`config.mk`:
```
export PLATFORM = sky130hd
export DESIGN_NAME = display_scan_mux
export DESIGN_NICKNAME = d
export VERILOG_FILES = /design/src/rtl/display_pkg.sv /design/src/rtl/scan_slot_timer.sv /design/src/rtl/display_scan_mux.sv
export SDC_FILE = /design/constraint.sdc
export NUM_CORES = 1
export LEC_CHECK = 0
export CORE_MARGIN = 2
export CORE_UTILIZATION = 57
export CTS_CLUSTER_SIZE = 40
export DETAILED_ROUTE_END_ITERATION = 8
export PLACE_DENSITY = 0.84
export SKIP_LAST_GASP = 1
export SLEW_MARGIN = 20
export SYNTH_ARGS = -nofsm -noshare
export SYNTH_HDL_FRONTEND = slang
export SYNTH_HIERARCHICAL = 1
export SYNTH_SLANG_ARGS = --single-unit
```
`constraint.sdc`:
```
create_clock -name clk -period 4.22 [get_ports clk]
set_clock_uncertainty 0.2 [all_clocks]
set_input_delay 1.055 -clock clk [delete_from_list [all_inputs] [get_ports clk]]
set_output_delay 1.055 -clock clk [all_outputs]
set_load 0.05 [all_outputs]
```
`src/rtl/display_pkg.sv`:
```
// Shared types and constants for the 4-digit display scanner.
// Digit index, scan state enum and anode helper.
package display_pkg;

    localparam int NUM_DIGITS = 4;
    localparam int DIGIT_W    = 4;

    localparam logic [NUM_DIGITS-1:0] ANODES_OFF = 4'b1111;

    typedef logic [1:0] digit_idx_t;

    typedef enum logic [1:0] {
        IDLE,
        GAP,
        ON
    } scan_state_t;

    // Active-low one-hot anode pattern for a digit index
    function automatic logic [NUM_DIGITS-1:0] anode_sel_n(digit_idx_t i);
        return ~(4'b0001 << i);
    endfunction

endpackage

```
`src/rtl/scan_slot_timer.sv`:
```
// Per-digit slot counter for the display scanner.
// Emits slot_start / gap_end / slot_end strobes; cleared when disabled.
module scan_slot_timer
    import display_pkg::*;
#(
    parameter int REFRESH_DIV = 2500,
    parameter int DEAD_CYCLES = 8
) (
    input  logic clk,
    input  logic rst,
    input  logic en,
    input  logic idle,
    output logic slot_start,
    output logic gap_end,
    output logic slot_end
);

    localparam int CW = $clog2(REFRESH_DIV);
    localparam logic [CW-1:0] LAST = CW'(REFRESH_DIV - 1);
    localparam bit HAS_GAP = (DEAD_CYCLES > 0);
    localparam logic [CW-1:0] GAP_LAST =
        CW'(HAS_GAP ? DEAD_CYCLES - 1 : 0);

    logic [CW-1:0] cnt;

    // Count within a slot; an idle scanner parks the count at zero
    always_ff @(posedge clk or posedge rst) begin
        if (rst) begin
            cnt <= '0;
        end else if (!en || idle || slot_end) begin
            cnt <= '0;
        end else begin
            cnt <= cnt + 1'b1;
        end
    end

    assign slot_end   = (cnt == LAST);
    assign gap_end    = HAS_GAP && (cnt == GAP_LAST);
    // High on the edge that opens a new slot
    assign slot_start = en && (idle || slot_end);

endmodule

```
`src/rtl/display_scan_mux.sv`:
```
// Time-multiplexed 4-digit BCD display scanner with dead time and blink.
// Optional macro LEADING_ZERO_BLANK_EN also blanks a zero hour-tens digit.
module display_scan_mux
    import display_pkg::*;
#(
    parameter int REFRESH_DIV = 2500,
    parameter int DEAD_CYCLES = 8
) (
    input  logic        clk,
    input  logic        rst,
    input  logic        en,
    input  logic [15:0] digits,
    input  logic [3:0]  blink_mask,
    input  logic        blink_phase,
    output logic [3:0]  bcd_out,
    output logic [3:0]  anode_n,
    output logic [1:0]  digit_sel,
    output logic        frame_start
);

    localparam bit HAS_GAP = (DEAD_CYCLES > 0);

    scan_state_t state;
    digit_idx_t  idx;
    logic [15:0] shadow;
    logic        blank;

    logic        slot_start;
    logic        gap_end;
    logic        slot_end;

    digit_idx_t  nidx;
    logic [15:0] nshadow;
    logic        nblank;
    logic [3:0]  nbcd;

    scan_slot_timer #(
        .REFRESH_DIV (REFRESH_DIV),
        .DEAD_CYCLES (DEAD_CYCLES)
    ) u_timer (
        .clk        (clk),
        .rst        (rst),
        .en         (en),
        .idle       (state == IDLE),
        .slot_start (slot_start),
        .gap_end    (gap_end),
        .slot_end   (slot_end)
    );

    // Values the next slot will use if a slot opens on this edge
    always_comb begin
        nidx    = (state == IDLE) ? '0 : idx + 1'b1;
        nshadow = (nidx == '0) ? digits : shadow;
        nblank  = blink_mask[nidx] & blink_phase;
`ifdef LEADING_ZERO_BLANK_EN
        if (nidx == 2'd3 && nshadow[15:12] == 4'd0) begin
            nblank = 1'b1;
        end
`endif
        nbcd    = nshadow[DIGIT_W*nidx +: DIGIT_W];
    end

    // Scan FSM with snapshot, blank latch and registered outputs
    always_ff @(posedge clk or posedge rst) begin
        if (rst) begin
            state       <= IDLE;
            idx         <= '0;
            shadow      <= '0;
            blank       <= 1'b0;
            anode_n     <= ANODES_OFF;
            bcd_out     <= '0;
            digit_sel   <= '0;
            frame_start <= 1'b0;
        end else if (!en) begin
            state       <= IDLE;
            idx         <= '0;
            blank       <= 1'b0;
            anode_n     <= ANODES_OFF;
            bcd_out     <= shadow[3:0];
            digit_sel   <= '0;
            frame_start <= 1'b0;
        end else if (slot_start) begin
            idx         <= nidx;
            shadow      <= nshadow;
            blank       <= nblank;
            bcd_out     <= nbcd;
            digit_sel   <= nidx;
            frame_start <= (nidx == '0);
            if (HAS_GAP) begin
                state   <= GAP;
                anode_n <= ANODES_OFF;
            end else begin
                state   <= ON;
                anode_n <= nblank ? ANODES_OFF : anode_sel_n(nidx);
            end
        end else begin
            frame_start <= 1'b0;
            if (state == GAP && gap_end) begin
                state   <= ON;
                anode_n <= blank ? ANODES_OFF : anode_sel_n(idx);
            end
        end
    end

endmodule

```
==> reports/summary.md, run 1 <==
The largest individual stage delay along the critical path comes from the cell sky130_fd_sc_hd__clkdlybuf4s50_1. The logs give 22 for the total number of placement rows and 268 for the total instance count after detailed placement. The count of buffers added on input and output ports is 34. At the worst endpoint, the required time is 2.96 ns. The tools report the setup-violating endpoint count in the final report as 0. After global routing, the most crowded layer is met1. For this run the aggregate overflow at the end of global routing stands at 0. In the final timing run, aggregate negative setup slack is 0 ns. Of the cells placed in the final design, the portion with a size suffix greater than 1 is 19.3%.

Summing all multi-input logic gate instances after layout gives 987 um^2. At the pin with the least slew margin, the transition time is 0.679 ns. 35 I/O pins were placed. TritonCTS built the clock tree.

The worst register-to-register path has a depth of 8. Counting the fill cells in the layout gives 271. The number of nets handed over by synthesis was 221.

For this run, design rule violations remaining after detail routing come to 0. The utilization after layout is 71.1%, and the headroom to the max-slew limit is 54.3%. Setup repair after global routing left no endpoint under its margin.

After the last flow step, the layout net total stands at 257. The number of buffers on the longest clock path was 2. The number of diodes is 0, and the number of cells on the worst hold path is 1.

In the global route stage, overall resource usage came out at 21.5%. The endpoint identified for the worst register-to-register timing path is shadow[5]$_DFFE_PP0P_. Using the TritonRoute via totals, the vias-per-cell ratio works out to 5.66. Of the total power, registers draw 50.8%. Setup slack on the worst reg-to-reg path comes out at 1.40 ns.

The worst-case hold slack is 0.304 ns. The die is 65.8 um wide. The global placement routability congestion is 0.850, and the total wire length is 4110 um. The first-iteration detailed-routing DRC count came out at 73.

The worst register-to-register path begins at u_timer/cnt[9]$_DFF_PP0_. Initial standard-cell utilization of the core: 59.4%. VDD sags by at most 0.291 mV. The beginning of the worst hold path is shadow[1]$_DFFE_PP0P_. For the met2 demand-to-capacity share in global routing, the log shows 30.6%. The run gives 0 as the final-report hold violation count. Static timing analysis puts the maximum clock frequency at 0.319 GHz. The tools report the initial antenna violation count as 0. Subtracting the final worst setup slack from the clock period gives 3.13 ns. The global-route met1 utilization was 31.3%; the summed instance area of the synthesized netlist was 2170 um^2.

The H-tree generated during clock tree synthesis spans 2 levels. The run finished with clean final reports. STA classifies the critical path startpoint as a register.

The first global-routing pass estimated 6980 um of wire. The area of the core region came out at 3660 um^2. Max-cap violations in this run came to 0.

Clock-pin slew was measured on the worst setup and hold paths at 0.07 ns. The tools report the number of vias after detailed routing as 1563. The tools report the number of gates resized after CTS as 0. The logs give 5.99% for the met3 track utilization from global routing and 1.88 ns for the endpoint arrival time on the critical path.

The CTS root buffer was sky130_fd_sc_hd__clkbuf_8. The share of total power dissipated in the clock network is 27.1%. The area growth from synthesis to layout came out at 19.8%.

Net switching is 27.9% of the power. The worst setup path is captured at an output pin. The number of antenna-violating nets in the routed design came out at 0. Per report_power, the combinational group accounts for 22.1% of the total. Dividing total power by cell area gives a power density of 371 nW/um^2. During synthesis, Yosys emitted a total of 6 warnings. The critical path goes through clkdlybuf4s50_1. Pin count of the biggest net entering global routing: 29. The critical path in this run is classified as register to output pin.

The internal portion of the total power is 0.697 mW. The logs give 4320 um^2 for the area of the die and 0.29 ns for the clock latency on the worst-skew pair. The maximum fanout along the worst path was 12. The number of clock buffers added by TritonCTS is 5. Counting every instance in the synthesized netlist gives 191. The buffering stage count on the worst path with inverters included is 1, and the leakage power summed over all cells is 1.07 nW.

For this run, the detailed router's first-pass iteration total came to 4. The clock drives 42 sinks. A synthesized cell averages 11.4 um^2. For hold timing, the worst endpoint is shadow[1]$_DFFE_PP0P_. In the final routed layout, each cell accounts on average for 14.9 um. The tools report the non-filler instance count after layout as 276. Summed over all nets, the switching power comes to 0.270 mW. The largest single stage delay on the critical path is 0.90 ns. The wire-length estimate of the detail-placed layout is 3060 um.

The run gives 1060 um^2 as the storage element area. Measured along the y axis, the die boundary spans 65.8 um. The post-CTS setup buffer count was 0; the number of hold buffers added after cts was 0. The run gives 0 as the final count of pins violating max slew. The worst hold path belongs to the class register to register. The cell class contributing the biggest share of worst-path delay is buffers and inverters.

The final period utilization works out to 74.2%. The tools report the number of global-route vias before repair as 1498.
-- cells in the final DEF, fill, tap and decap left out, types with 4 or more instances in the layout --
cell / n
sky130_fd_sc_hd__a211oi_1: 5
sky130_fd_sc_hd__a21oi_1: 14
sky130_fd_sc_hd__clkbuf_8: 6
sky130_fd_sc_hd__clkdlybuf4s50_1: 34
sky130_fd_sc_hd__dfrtp_1: 38
sky130_fd_sc_hd__dfstp_2: 4
sky130_fd_sc_hd__ha_1: 6
sky130_fd_sc_hd__inv_1: 11
sky130_fd_sc_hd__mux2_2: 7
sky130_fd_sc_hd__mux2_4: 9
sky130_fd_sc_hd__mux2i_1: 6
sky130_fd_sc_hd__nand2_1: 8
sky130_fd_sc_hd__nand3_1: 5
sky130_fd_sc_hd__nor2_1: 12
sky130_fd_sc_hd__nor2b_1: 4
sky130_fd_sc_hd__nor3_1: 5
sky130_fd_sc_hd__o21ai_0: 7
sky130_fd_sc_hd__o221ai_1: 4
sky130_fd_sc_hd__o31ai_1: 4
-- layout make-up --
type                       instances  area share (%)
sequential                        42            40.6
multi-input combinational        129            37.9
timing repair buffer              35            13.4
clock buffer                       6            3.17
tap                               48            2.31
inverter                          14            2.21
clock inverter                     2           0.481
-- sequential cells by signal, summed over array words and instances, names as in the netlist --
name / cells
u_timer/cnt: 12
blank: 1
state: 2
anode_n: 4
shadow: 16
bcd_out: 4
idx: 2
frame_start: 1
-- power by group through the flow --
stage / clock (mW) / combinational (mW) / sequential (mW)
finish: 0.262 / 0.214 / 0.491
detailed placement: 0 / 0.215 / 0.498
global route: 0.290 / 0.230 / 0.496
CTS: 0.271 / 0.216 / 0.490
floorplan: 0 / 0.121 / 0.523
global placement: 0 / 0.211 / 0.497
-- worst max path at each step --
| stage | start | to | depth (start not counted) |
|---|---|---|---|
| 4_1_cts | idx[0]$_DFFE_PP0N_ | digit_sel[0] | 1 |
| 2_1_floorplan | idx[0]$_DFFE_PP0N_ | shadow[10]$_DFFE_PP0P_ | 8 |
| 5_1_grt | idx[0]$_DFFE_PP0N_ | digit_sel[0] | 1 |
| 3_3_place_gp | en | shadow[14]$_DFFE_PP0P_ | 7 |
| 3_5_place_dp | en | shadow[14]$_DFFE_PP0P_ | 7 |
| 6_report | idx[0]$_DFFE_PP0N_ | digit_sel[0] | 1 |
-- layer usage --
layer,up-vias,routed length [um]
li1,763,-
met1,759,2060
met2,39,1860
met3,2,168
met4,0,23
met5,-,0
-- stage by stage --
stage | instance area [um^2] | setup slack (ns) | power (mW)
floorplan | 2170 | 1.77 | 0.644
global placement | 2510 | 0.993 | 0.708
detailed placement | 2510 | 0.915 | 0.713
CTS | 2600 | 1.08 | 0.977
global route | 2600 | 1.00 | 1.02
finish | 2600 | 1.09 | 0.967
Note: power is estimated with default switching activity, not from simulation.
==> inputs of run 2 (changes only) <==
- CORE_UTILIZATION: 57 -> 48
- PLACE_DENSITY: 0.84 -> 0.76
- clock period: 4.22 -> 2.7 ns (I/O delays scaled with it)
==> run 2 against run 1 <==
Net effect: setup slack lost 0.88 ns; register-to-register slack lost 1.1 ns; die area grew 18%; cell area grew 2.5%; power grew 66%; largest power group unchanged; critical path type unchanged; worst hold slack lost 0.0037 ns; sequential power grew 56%; sequential share of layout area shrank 1.0 points; non-clock buffer count grew 6; largest cell class unchanged; critical endpoint is now anode_n[0]; global-route usage shrank 3.0 points.
==> reports/summary.md, run 2 (same netlist as run 1, synthesis figures left out) <==
Delay of the slowest cell on the worst path: 0.79 ns (-0.11 ns). The type of destination of the critical path is an output pin. The run gives 0 (unchanged) as the final count of pins violating max slew. The routed length per placed instance was 14.9 um (-0.21%).

The setup-violating endpoint count in the final report is 0 (unchanged). The top cell types in the final layout, fill and taps aside, are sky130_fd_sc_hd__dfrtp_1, sky130_fd_sc_hd__clkdlybuf4s50_1, sky130_fd_sc_hd__a21oi_1. The initial standard-cell utilization of the core came out at 49.9% (-9.5 points). The endpoint arrival time on the critical path was 1.62 ns (-0.26 ns). The horizontal die dimension is 71.3 um (+8.4%). The total clock buffers created by CTS is 5 (unchanged), and the headroom to the max-slew limit is 62.9% (+8.5 points).

For the first-iteration detailed-routing DRC count, the log shows 150 (+110%). Setup repair after global routing left no endpoint under its margin. The number of vias after detailed routing came out at 1581 (+1.2%). The tools report the number of gates resized after CTS as 0 (unchanged). The largest registers in the layout are shadow: 16 flops, u_timer/cnt: 12 flops. Number of buffers on the longest clock path: 2 (unchanged).

The run finished with clean final reports. The CTS root buffer was sky130_fd_sc_hd__clkbuf_8. Among cell families on the critical path, the largest total delay comes from buffers and inverters. The tools report the required time of the worst setup path as 1.82 ns (-1.14 ns). The number of antenna-violating nets in the routed design came out at 0 (unchanged). The tools report the number of clock sinks as 42 (unchanged). Setup TNS: 0 ns (unchanged). The routed metal-1 wirelength was 1940 um (-5.7%).

The tools report the area of the core region as 4350 um^2 (+19%). The number of flip-flops in the largest register was 16 (unchanged). The leakage power summed over all cells is 1.11 nW (+3.3%), and the area growth from synthesis to layout is 22.9%. The sum of net half-perimeters after detailed placement is 3140 um (+2.6%). The final design instance area without fill is 2670 um^2 (+2.5%), and the number of fill cells is 361 (+33%). The tools report the count of unresolved DRC violations after routing as 0 (unchanged).

The slew of the pin with the lowest slew margin works out to 0.551 ns (-0.128 ns). The master of the slowest instance on the critical path is sky130_fd_sc_hd__clkdlybuf4s50_1. The run gives 2560 um^2 (+1.9%) as the cell area after placement. Leading cell type in the layout, fill and taps excluded: sky130_fd_sc_hd__dfrtp_1. The post-CTS setup buffer count was 0 (unchanged); the total congestion overflow was 0 (unchanged).

Vertical die dimension: 71.3 um (+8.4%). The most flop-heavy register was shadow. The logs give 35 (unchanged) for the top-level port count and 24 (+9.1%) for the total number of placement rows. The total iterations of the first detailed-routing run was 4 (unchanged); the total routing resource utilization after global routing was 18.5% (-3.0 points).

The average vias per placed instance is 5.53 (-2.4%), and the clock period minus worst slack is 2.49 ns. The non-filler instance count after layout is 286 (+3.6%), and the power per cell area is 603 nW/um^2 (+62%). For the wire length on met3, the log shows 241 um (+43%). Highest metal layer used by the detailed router: met4. The signal on the critical path passes through clkdlybuf4s50_1.

In this run the worst hold path is classified as register to register. The total instance count after detailed placement came out at 278 (+3.7%). The pin count of the biggest net entering global routing was 31 (+6.9%); the area of the die was 5080 um^2 (+18%).

The number of max-cap violations came out at 0 (unchanged). Buffering stage count on the worst path with inverters included: 1 (unchanged). The logs give 0.373 mV (+28%) for the peak supply drop and 0.30 ns (about the same) for the clock latency on the worst-skew pair. The wire length of the first global-routing pass was 7250 um (+3.8%).

Number of diodes: 0 (unchanged). TritonCTS built the clock tree. The number of buffers added on ports works out to 34 (unchanged). The logs give 0.781 (-8.1%) for the global placement routability congestion and 0 (unchanged) for the final-report hold violation count. The number of hold buffers added after cts was 0 (unchanged). The worst setup path is of the register to output pin kind. The number of global-route vias before repair was 1545 (+3.1%); the clock transition at the registers of the reported paths was 0.08 ns (about the same). For the number of nets in the layout, the log shows 263 (+2.3%).

For the initial antenna violation count, the log shows 0 (unchanged). The number of H-tree levels was 2 (unchanged). For this run, the top clock speed supported by timing is 0.401 GHz.

The total wire length is 4250 um (+3.4%). Layout cell share with drive strength beyond 1: 21.4% (+2.1 points). For the routed length on met2, the log shows 2000 um (+7.5%).

The maximum fanout along the worst path was 2 (-10); the final period utilization was 92.3%. The worst setup path is launched from a register.
==> run 2: cell type report <==
class / instances / area (um^2) / area share (%)
multi-input combinational: 129 / 987 / 37.0
clock buffer: 5 / 68.8 / 2.58
inverter: 14 / 57.6 / 2.16
clock inverter: 3 / 45.0 / 1.69
tap: 52 / 65.1 / 2.44
timing repair buffer: 41 / 390 / 14.6
sequential: 42 / 1060 / 39.6
==> run 2: final timing paths <==
kind,start,to,slack [ns],cells after the start
max reg2reg,u_timer/cnt[0]$_DFF_PP0_,state[0]$_DFFE_PP0P_,0.32,8
max in group asynchronous,rst,anode_n[3]$_DFFE_PP1P_,1.39,3
max,anode_n[0]$_DFFE_PP1P_,anode_n[0],0.21,1
min in group asynchronous,rst,u_timer/cnt[7]$_DFF_PP0_,0.52,2
min,shadow[1]$_DFFE_PP0P_,shadow[1]$_DFFE_PP0P_,0.30,1
min reg2reg,shadow[1]$_DFFE_PP0P_,shadow[1]$_DFFE_PP0P_,0.30,1
==> run 2: power by group <==
part           internal [mW]  switching [mW]  total (mW)  leakage (nW)
combinational          0.177           0.166       0.343         0.528
clock                  0.275           0.222       0.497        0.0504
sequential             0.713          0.0549       0.768         0.528
==> run 2: layer usage <==
layer / track usage [%] / up-vias
met1: 24.5 / 763
met4: 6.92 / 0
met5: 0 / -
met3: 5.34 / 7
li1: - / 771
met2: 29.1 / 40
==> run 2: stage by stage <==
step | total power [mW] | worst slack [ns] | utilization (%) | hold slack (ns)
4_1_cts | 1.63 | 0.186 | 61.3 | 0.304
2_1_floorplan | 1.01 | 0.253 | - | 0.266
3_5_place_dp | 1.13 | 0.238 | 58.7 | 0.286
6_report | 1.61 | 0.209 | 61.3 | 0.300
3_3_place_gp | 1.11 | 0.255 | 58.7 | 0.281
5_1_grt | 1.69 | 0.0638 | 61.3 | 0.319
==> variant: new RTL, settings of run 1 <==
Add a define of `LEADING_ZERO_BLANK_EN`.
--- a/src/rtl/display_scan_mux.sv
+++ b/src/rtl/display_scan_mux.sv
@@ -1,4 +1,6 @@
 // Time-multiplexed 4-digit BCD display scanner with dead time and blink.
 // Optional macro LEADING_ZERO_BLANK_EN also blanks a zero hour-tens digit.
+`define LEADING_ZERO_BLANK_EN
+
 module display_scan_mux
     import display_pkg::*;
Behaviour: no difference found for any inputs over 10 cycles, from zero or initial values and one cycle with rst high; that may be too few to reach the edited logic, so the function may still have changed.
==> variant against run 1 <==
Clock power is 24% higher; power grew 6.8%; wire length grew 5.8%; sequential cell count did not move; final area rose by 0.34%; register-to-register slack better by 0.09 ns; synthesized area is 1.1% lower; worst setup slack worse by 0.010 ns; largest power group unchanged.
==> variant: results <==
{
  "outcome": "finished clean",
  "leakage_uw": 0.00105,
  "clk_path_buf_depth": 2,
  "yosysWarnings": 6,
  "gp_congestion": 0.859,
  "cts_buffers": 5,
  "grt-ovfl-total": 0,
  "vias_per_cell": 5.83,
  "grt_use_total": 0.230,
  "finalNetCount": 256,
  "place_hpwl_um": 3060,
  "worstPathArrival_ns": 1.89,
  "portBuffers": 34,
  "cp_slowest_cell": "clkdlybuf4s50_1",
  "grt_pass1_wl_um": 7330,
  "drtIter0Drc": 75,
  "cts_setup_buffers": 0,
  "hold_class": "flip-flop to flip-flop",
  "cts_max_level": 2,
  "clk_pin_slew_ns": 0.08,
  "tightest_slew_ns": 0.696,
  "root_buffer": "clkbuf_8",
  "crit_family": "buffers and inverters",
  "top_regs": "shadow: 16 flops, u_timer/cnt: 12 flops",
  "antenna_found_initial": 0,
  "n_antenna_cell": 0,
  "fillers": 266,
  "syn_nets": 220,
  "place_area_mm2": 0.00250,
  "ctsResizeCount": 0,
  "grt_pass1_vias": 1538,
  "dr.pass1.iters": 4,
  "critPathMaxFanout": 15,
  "r2r_slack_ns": 1.49,
  "postRouteWirelength_um": 4350,
  "slowest_delay_ns": 0.90,
  "clock_latency_ns": 0.29,
  "drive_gt1_frac": 0.159,
  "ir_drop_v": 0.000269,
  "grt_max_degree": 31
}
[variant: path summary, 6_finish.rpt]
| path | start | end | depth (start not counted) |
|---|---|---|---|
| max in group asynchronous | rst | bcd_out[1] | 2 |
| worst max-delay path | idx[0] | digit_sel[0] | 1 |
| worst max register to register | u_timer/cnt[9] | shadow[4] | 7 |
| worst min-delay path | shadow[3] | shadow[3] | 1 |
| min in group asynchronous | rst | u_timer/cnt[7] | 2 |
| worst min register to register | shadow[3] | shadow[3] | 1 |
[variant: per-layer routing]
| metal | vias up | track usage | wire (um) |
|---|---|---|---|
| met4 | 0 | 0.0781 | 52 |
| li1 | 770 | - | - |
| met5 | - | 0 | 0 |
| met2 | 37 | 0.360 | 2040 |
| met3 | 4 | 0.0565 | 171 |
| met1 | 791 | 0.316 | 2090 |
[variant: final cells by class]
class,instances,area [um2],share of cell area
Clock buffer,7,86.3,0.0330
Sequential cell,42,1060,0.404
Timing Repair Buffer,36,355,0.136
Inverter,12,45.0,0.0172
Tap cell,48,60.1,0.0230
Multi-Input combinational cell,129,980,0.375
Clock inverter,1,30.0,0.0115
[variant: stage by stage]
stage	instances	setup slack [ns]	hold slack, ns	power [uW]
global route	275	1.01	0.320	1080
CTS	275	1.07	0.300	1040
global placement	267	1.11	0.276	707
detailed placement	267	1.07	0.280	713
finish	275	1.08	0.302	1030
floorplan	190	1.54	0.258	641
[variant: power by group]
part / switching [uW] / internal (uW) / leakage (uW)
registers: 39.1 / 456 / 0.000529
logic: 105 / 107 / 0.000467
clock network: 132 / 193 / 0.0000585
total: 277 / 756 / 0.00105
